<file path="src/rtl/xnor_score_pkg.sv">
// xnor_score_pkg: width helpers and saturating increment shared by the match scorer
package xnor_score_pkg;

    function automatic int clog2(input int n);
        int r = 0;
        for (int v = n - 1; v > 0; v = v >> 1) r++;
        return r;
    endfunction

    function automatic int score_w(input int width);
        return clog2(width + 1);
    endfunction

    function automatic logic [31:0] sat_inc(input logic [31:0] v, input int w);
        return (v == (32'd1 << w) - 32'd1) ? v : v + 32'd1;
    endfunction

endpackage

</file>
<file path="src/rtl/xnor_match_scorer_if.sv">
// xnor_match_scorer_if: input word handshake, clear and scored result beat
interface xnor_match_scorer_if #(
    parameter int WIDTH = 8,
    parameter int CNT_W = 8
);
    localparam int SCORE_W = xnor_score_pkg::score_w(WIDTH);

    logic [WIDTH-1:0]   eq_bits;
    logic               in_valid;
    logic               in_ready;
    logic               clear;
    logic               out_valid;
    logic               out_ready;
    logic [SCORE_W-1:0] score;
    logic               hit;
    logic [CNT_W-1:0]   streak;
    logic [CNT_W-1:0]   total;

    modport master (
        output eq_bits, in_valid, clear, out_ready,
        input  in_ready, out_valid, score, hit, streak, total
    );

    modport slave (
        input  eq_bits, in_valid, clear, out_ready,
        output in_ready, out_valid, score, hit, streak, total
    );

endinterface

</file>
<file path="src/rtl/bit_popcount.sv">
// bit_popcount: combinational adder tree counting the ones in a word
module bit_popcount
    import xnor_score_pkg::*;
#(
    parameter int WIDTH = 8
) (
    input  logic [WIDTH-1:0]          bits,
    output logic [score_w(WIDTH)-1:0] count
);
    localparam int SCORE_W = score_w(WIDTH);

    if (WIDTH == 1) begin : g_leaf
        assign count = bits;
    end else begin : g_node
        localparam int LO = WIDTH / 2;
        localparam int HI = WIDTH - LO;
        logic [score_w(LO)-1:0] lo_c;
        logic [score_w(HI)-1:0] hi_c;
        bit_popcount #(.WIDTH(LO)) u_lo (.bits(bits[LO-1:0]),     .count(lo_c));
        bit_popcount #(.WIDTH(HI)) u_hi (.bits(bits[WIDTH-1:LO]), .count(hi_c));
        assign count = SCORE_W'(lo_c) + SCORE_W'(hi_c);
    end

endmodule

</file>
<file path="src/rtl/xnor_match_scorer.sv">
// xnor_match_scorer: two-stage scorer of XNOR match words with saturating hit streak/total counters
module xnor_match_scorer
    import xnor_score_pkg::*;
#(
    parameter int WIDTH  = 8,
    parameter int THRESH = WIDTH,
    parameter int CNT_W  = 8
) (
    input logic                 clk,
    input logic                 rst_n,
    xnor_match_scorer_if.slave  bus
);
    localparam int SCORE_W = score_w(WIDTH);

    logic [WIDTH-1:0]   s1_q;
    logic               s1_v, out_v, hit_q, hit_d, s2_free, xfer, accept;
    logic [SCORE_W-1:0] pc, score_q;
    logic [CNT_W-1:0]   str_q, tot_q, str_b, tot_b, str_d, tot_d, streak_q, total_q;

    assign s2_free      = !out_v || bus.out_ready;
    assign xfer         = s1_v && s2_free;
    assign bus.in_ready = rst_n && (!s1_v || s2_free);
    assign accept       = bus.in_valid && bus.in_ready;

    assign bus.out_valid = out_v;
    assign bus.score     = score_q;
    assign bus.hit       = hit_q;
    assign bus.streak    = streak_q;
    assign bus.total     = total_q;

    bit_popcount #(.WIDTH(WIDTH)) u_popcount (.bits(s1_q), .count(pc));

    // next counter values for the beat in S1; a same-cycle clear restarts from zero
    always_comb begin
        hit_d = int'(pc) >= THRESH;
        str_b = bus.clear ? '0 : str_q;
        tot_b = bus.clear ? '0 : tot_q;
        str_d = hit_d ? CNT_W'(sat_inc(32'(str_b), CNT_W)) : '0;
        tot_d = hit_d ? CNT_W'(sat_inc(32'(tot_b), CNT_W)) : tot_b;
    end

    // S1 capture, S1->S2 transfer with counter update, and output consume
    always_ff @(posedge clk) begin
        if (!rst_n) begin
            s1_q     <= '0;
            s1_v     <= 1'b0;
            out_v    <= 1'b0;
            score_q  <= '0;
            hit_q    <= 1'b0;
            streak_q <= '0;
            total_q  <= '0;
            str_q    <= '0;
            tot_q    <= '0;
        end else begin
            if (accept) s1_q <= bus.eq_bits;
            s1_v <= accept || (s1_v && !xfer);
            if (xfer) begin
                out_v    <= 1'b1;
                score_q  <= pc;
                hit_q    <= hit_d;
                streak_q <= str_d;
                total_q  <= tot_d;
                str_q    <= str_d;
                tot_q    <= tot_d;
            end else begin
                if (bus.out_ready) out_v <= 1'b0;
                if (bus.clear) begin
                    str_q <= '0;
                    tot_q <= '0;
                end
            end
        end
    end

endmodule

</file>
<file path="src/flat_wrapper.sv">
// flat-port wrapper written by rule: the top's interface ports become plain ports
module xnor_match_scorer_flat import xnor_score_pkg::*;
#(
    parameter int WIDTH  = 8,
    parameter int THRESH = WIDTH,
    parameter int CNT_W  = 8
)
  (clk, rst_n, bus_eq_bits, bus_in_valid, bus_clear, bus_out_ready, bus_in_ready, bus_out_valid, bus_score, bus_hit, bus_streak, bus_total);
  xnor_match_scorer_if #(.WIDTH(WIDTH), .CNT_W(CNT_W)) bus_i ();
  input logic clk;
  input logic rst_n;
  input wire logic [$bits(bus_i.eq_bits)-1:0] bus_eq_bits;
  input wire logic [$bits(bus_i.in_valid)-1:0] bus_in_valid;
  input wire logic [$bits(bus_i.clear)-1:0] bus_clear;
  input wire logic [$bits(bus_i.out_ready)-1:0] bus_out_ready;
  output wire logic [$bits(bus_i.in_ready)-1:0] bus_in_ready;
  output wire logic [$bits(bus_i.out_valid)-1:0] bus_out_valid;
  output wire logic [$bits(bus_i.score)-1:0] bus_score;
  output wire logic [$bits(bus_i.hit)-1:0] bus_hit;
  output wire logic [$bits(bus_i.streak)-1:0] bus_streak;
  output wire logic [$bits(bus_i.total)-1:0] bus_total;
  assign bus_i.eq_bits = bus_eq_bits;
  assign bus_i.in_valid = bus_in_valid;
  assign bus_i.clear = bus_clear;
  assign bus_i.out_ready = bus_out_ready;
  assign bus_in_ready = bus_i.in_ready;
  assign bus_out_valid = bus_i.out_valid;
  assign bus_score = bus_i.score;
  assign bus_hit = bus_i.hit;
  assign bus_streak = bus_i.streak;
  assign bus_total = bus_i.total;
  xnor_match_scorer #(.WIDTH(WIDTH), .THRESH(THRESH), .CNT_W(CNT_W)) u_core (.clk(clk), .rst_n(rst_n), .bus(bus_i));
endmodule
</file>
<file path="config.mk">
export PLATFORM = sky130hd
export DESIGN_NAME = xnor_match_scorer_flat
export DESIGN_NICKNAME = d
export VERILOG_FILES = /design/src/rtl/xnor_score_pkg.sv /design/src/rtl/xnor_match_scorer_if.sv /design/src/rtl/bit_popcount.sv /design/src/rtl/xnor_match_scorer.sv /design/src/flat_wrapper.sv
export SDC_FILE = /design/constraint.sdc
export NUM_CORES = 1
export LEC_CHECK = 0
export ABC_AREA = 1
export CAP_MARGIN = 20
export CORE_MARGIN = 2
export CORE_UTILIZATION = 42
export CTS_CLUSTER_DIAMETER = 50
export DETAILED_ROUTE_END_ITERATION = 10
export HOLD_SLACK_MARGIN = 0.06
export PLACE_DENSITY = 0.69
export SYNTH_ARGS = -nofsm -noshare
export SYNTH_HDL_FRONTEND = slang
export SYNTH_SLANG_ARGS = --single-unit
</file>
<file path="constraint.sdc">
create_clock -name clk -period 3 [get_ports clk]
set_input_delay 0.6 -clock clk [delete_from_list [all_inputs] [get_ports clk]]
set_output_delay 0.6 -clock clk [all_outputs]
set_load 0.1 [all_outputs]
</file>
==> results of run 1 <==
-- registers in the layout, summed over array words and instances (netlist names) --
register,count
u_core.bus.hit,1
u_core.bus.out_valid,1
u_core.bus.score,4
u_core.bus.streak,8
u_core.bus.total,8
u_core.s1_q,8
u_core.s1_v,1
u_core.str_q,8
u_core.tot_q,8
-- cells in the mapped netlist, types with 2 or more instances --
| cell type | count | area (µm²) |
|---|---|---|
| nand2_1 | 82 | 307.8 |
| dfxtp_1 | 47 | 940.9 |
| inv_1 | 46 | 172.7 |
| a21oi_1 | 37 | 185.2 |
| nand3_1 | 31 | 155.2 |
| nor2_1 | 18 | 67.56 |
| o21ai_0 | 10 | 50.05 |
| buf_2 | 5 | 25.02 |
| clkbuf_1 | 5 | 18.77 |
| ha_1 | 5 | 62.56 |
| nor2_2 | 5 | 31.28 |
| fa_1 | 4 | 80.08 |
| nand3b_1 | 4 | 30.03 |
| o31ai_1 | 4 | 30.03 |
| nand2_2 | 3 | 18.77 |
| nand4_1 | 3 | 18.77 |
| nor2_4 | 3 | 33.78 |
| nand2_4 | 2 | 22.52 |
| o211ai_1 | 2 | 15.01 |
| o21ai_2 | 2 | 17.52 |
-- cells by family (layout without fill, tap and decap cells) --
family                   after synthesis  count (layout)  synth area share, %
AO/OA/AOI/OAI                         56              56                12.99
XOR/XNOR                               1               1               0.3758
adder cells (fa/ha/maj)                9               9                6.119
buffers and inverters                 60             103                10.52
flip-flops                            47              47                40.36
AND/OR/NAND/NOR                      152             152                29.63
-- timing repair --
action / CTS / global route
gates resized for setup: 0 / 27
endpoints found under the setup margin: 0 / 32
setup buffers: 0 / 2
-- final cells by class --
cell class,instances,area [µm²],area share [%]
Clock buffer,6,72.57,2.461
Timing Repair Buffer,48,422.9,14.34
Clock inverter,2,12.51,0.4243
Sequential cell,47,942.2,31.95
Inverter,47,176.4,5.982
Tap cell,72,90.09,3.055
Multi-Input combinational cell,218,1232,41.79
-- power groups by stage --
stage	sequential, mW	combinational (mW)	clock (mW)
after global placement	0.657	0.165	0
after floorplan	0.689	0.0837	0
after CTS	0.643	0.171	0.385
final	0.643	0.175	0.373
after detailed placement	0.658	0.169	0
after global routing	0.645	0.196	0.418
-- worst max path at each step --
stage              startpoint                   to  cells after the start
2_1_floorplan  u_core.s1_q[3]      u_core.tot_q[2]                     14
3_3_place_gp   u_core.s1_q[3]  u_core.bus.total[2]                     15
3_5_place_dp   u_core.s1_q[3]      u_core.tot_q[2]                     15
4_1_cts        u_core.s1_q[3]      u_core.str_q[0]                     14
5_1_grt        u_core.s1_q[3]      u_core.tot_q[7]                     17
6_report       u_core.s1_q[3]      u_core.str_q[7]                     15
-- through the flow --
stage / instance area [µm²] / util (%) / power (mW) / hold WS, ns
after CTS: 2838 / 52.17 / 1.200 / 0.4706
final: 2949 / 54.22 / 1.191 / 0.4690
after detailed placement: 2753 / 50.61 / 0.8272 / 0.4566
after global routing: 2949 / 54.22 / 1.259 / 0.4923
after floorplan: 2331 / - / 0.7724 / 0.4506
after global placement: 2753 / 50.61 / 0.8227 / 0.4535
-- critical path: stages (launching register included) --
cell,delay (ns)
dfxtp_2,0.34
fa_1,0.55
inv_2,0.04
fa_1,0.47
fa_1,0.43
inv_1,0.07
ha_1,0.22
nand2_1,0.07
nand2_1,0.05
nand2_2,0.07
buf_6,0.13
nor2_4,0.04
buf_6,0.13
buf_4,0.14
nand2_4,0.06
a21oi_1,0.05
-- routing by layer --
metal | GRT usage [%] | wire length [µm]
met1 | 20.60 | 2262
met2 | 28.55 | 2532
met3 | 3.908 | 163
met4 | 4.737 | 53
met5 | 0 | 0
==> run_results.csv, run 1 <==
group,metric,value,unit
run_status,outcome,"finished clean",
global_routing,grt_pass1_vias,1916,
pwr,peakVddDrop,0.2027,mV
synthesis,synth.net_count,347,
sta,drv_slew,0,
die,initial_core_util,42.86,%
global_routing,grt_pass1_wl,8328,µm
clocking,cts_root_buf,"clkbuf_8",
cells_and_area,layout.nets,389,
routing,ant_nets,0,
cells_and_area,area_growth,26.52,%
synthesis,avgSynthCellArea,7.172,µm²
routing,vias,2149,
setup_path,critPathLaunchType,"flip-flop",
clocking,cts_tree,"yes",
pwr,pwr-share-seq,54.0,%
clocking,holdBufCountCts,0,
sta,tightest_slew,0.5220,ns
synthesis,synth_cell_type_count,27,
synthesis,ys_ff_latch,47,
synthesis,syn_inst,325,
routing,drt-wirelength-per-cell,11.39,µm
pwr,switchingPower,0.3295,mW
pwr,powerDensity,403.8,nW/µm²
pwr,pwr-share-comb,14.7,%
pwr,p_leak,1.255,nW
cells_and_area,fillers,538,
synthesis,yosysSeqAreaShare,40.37,%
setup_path,worstSetupPathType,"reg2reg",
place,dp_cells,430,
clocking,cts_max_path_buffers,2,
global_routing,grt_usage,16.59,%
global_routing,grt-ovfl-total,0,
routing,drt_wl_total,5012,µm
sta,skew,0.007451,ns
cells_and_area,stdcell_count,440,
place,routabilityCongestion,0.8451,
setup_path,critPathArrivalTime,3.16,ns
routing,vias_per_cell,4.884,
synthesis,async_flop_share,0,%
hold_path,min_from,"u_core.bus.streak[6]",
clocking,clock_latency,0.30,ns
sta,post-route-min-period,2.977,ns
die,die_w,78.50,µm
setup_path,r2r_start,"u_core.s1_q[3]",
sta,rsz0062_at_grt,"true",
sta,fmaxAchievable,335.9,MHz
synthesis,ys.flop_type,"dfxtp_1",
setup_path,r2r_slack,0.02,ns
place,port-buffer-count,35,
die,core_area,5439,µm²
routing,drc,0,
clocking,cts.htree.levels,2,
routing,drt-initial-drc-count,87,
sta,finalSetupTns,0,ns
place,hpwl,3537,µm
hold_path,hold_end,"u_core.bus.streak[6]",
sta,setup_viol,0,
setup_path,cp-end-kind,"flip-flop",
pwr,swShare,27.66,%
cells_and_area,drive_above_1_share,21.47,%
setup_path,rr_worst_depth,15,
pwr,internal-power,0.8615,mW
sta,min_period_over_period,99.25,%
synthesis,synth-warning-count,0,
cells_and_area,final_common_cell,"nand2_1",
run,cap_viol_max_count,0,
synthesis,synth_edf_count,0,
clocking,clk_pin_slew,0.09,ns
sta,hold_viol_final,0,
sta,setup_ws,0.02252,ns
cells_and_area,antenna_cells,0,
setup_path,worst-path-max-fanout,6,
die,dieHeight,78.50,µm
place,dp_slack,0.05788,ns
setup_path,r2r-end,"u_core.str_q[7]",
setup_path,critPathRequiredTime,3.19,ns
routing,drtPass1Iterations,4,
die,ioPinCount,36,
pwr,clkPwrFrac,31.3,%
die,rows,27,
sta,timing.slew.headroom,65.16,%
hold_path,holdPathStages,2,
global_routing,grt_max_degree,35,
cells_and_area,most-common-layout-cells,"nand2_1, dfxtp_1, inv_1",
clocking,cts.sinks,47,
global_routing,antenna_found_initial,0,
clocking,cts_buffers,5,
synthesis,synth_area,2331,µm²
hold_path,hp-class,"reg2reg",
die,die-area,6162,µm²
Note: power is estimated with default switching activity, not from simulation.
==> run 2: changes to the inputs <==
--- a/config.mk
+++ b/config.mk
@@ -11,7 +11,7 @@
 export CORE_UTILIZATION = 42
 export CTS_CLUSTER_DIAMETER = 50
 export DETAILED_ROUTE_END_ITERATION = 10
-export HOLD_SLACK_MARGIN = 0.06
+export HOLD_SLACK_MARGIN = 0.02
 export PLACE_DENSITY = 0.69
 export SYNTH_ARGS = -nofsm -noshare
 export SYNTH_HDL_FRONTEND = slang
==> results of run 2 <==
No change in the layout: final DEF, timing and power equal those of run 1.
==> run 3: changes to the inputs <==
--- a/config.mk
+++ b/config.mk
@@ -13,6 +13,7 @@
 export DETAILED_ROUTE_END_ITERATION = 10
 export HOLD_SLACK_MARGIN = 0.02
 export PLACE_DENSITY = 0.69
+export SKIP_CTS_REPAIR_TIMING = 1
 export SYNTH_ARGS = -nofsm -noshare
 export SYNTH_HDL_FRONTEND = slang
 export SYNTH_SLANG_ARGS = --single-unit
==> results of run 3 <==
No change in the layout: final DEF, timing and power equal those of run 1.
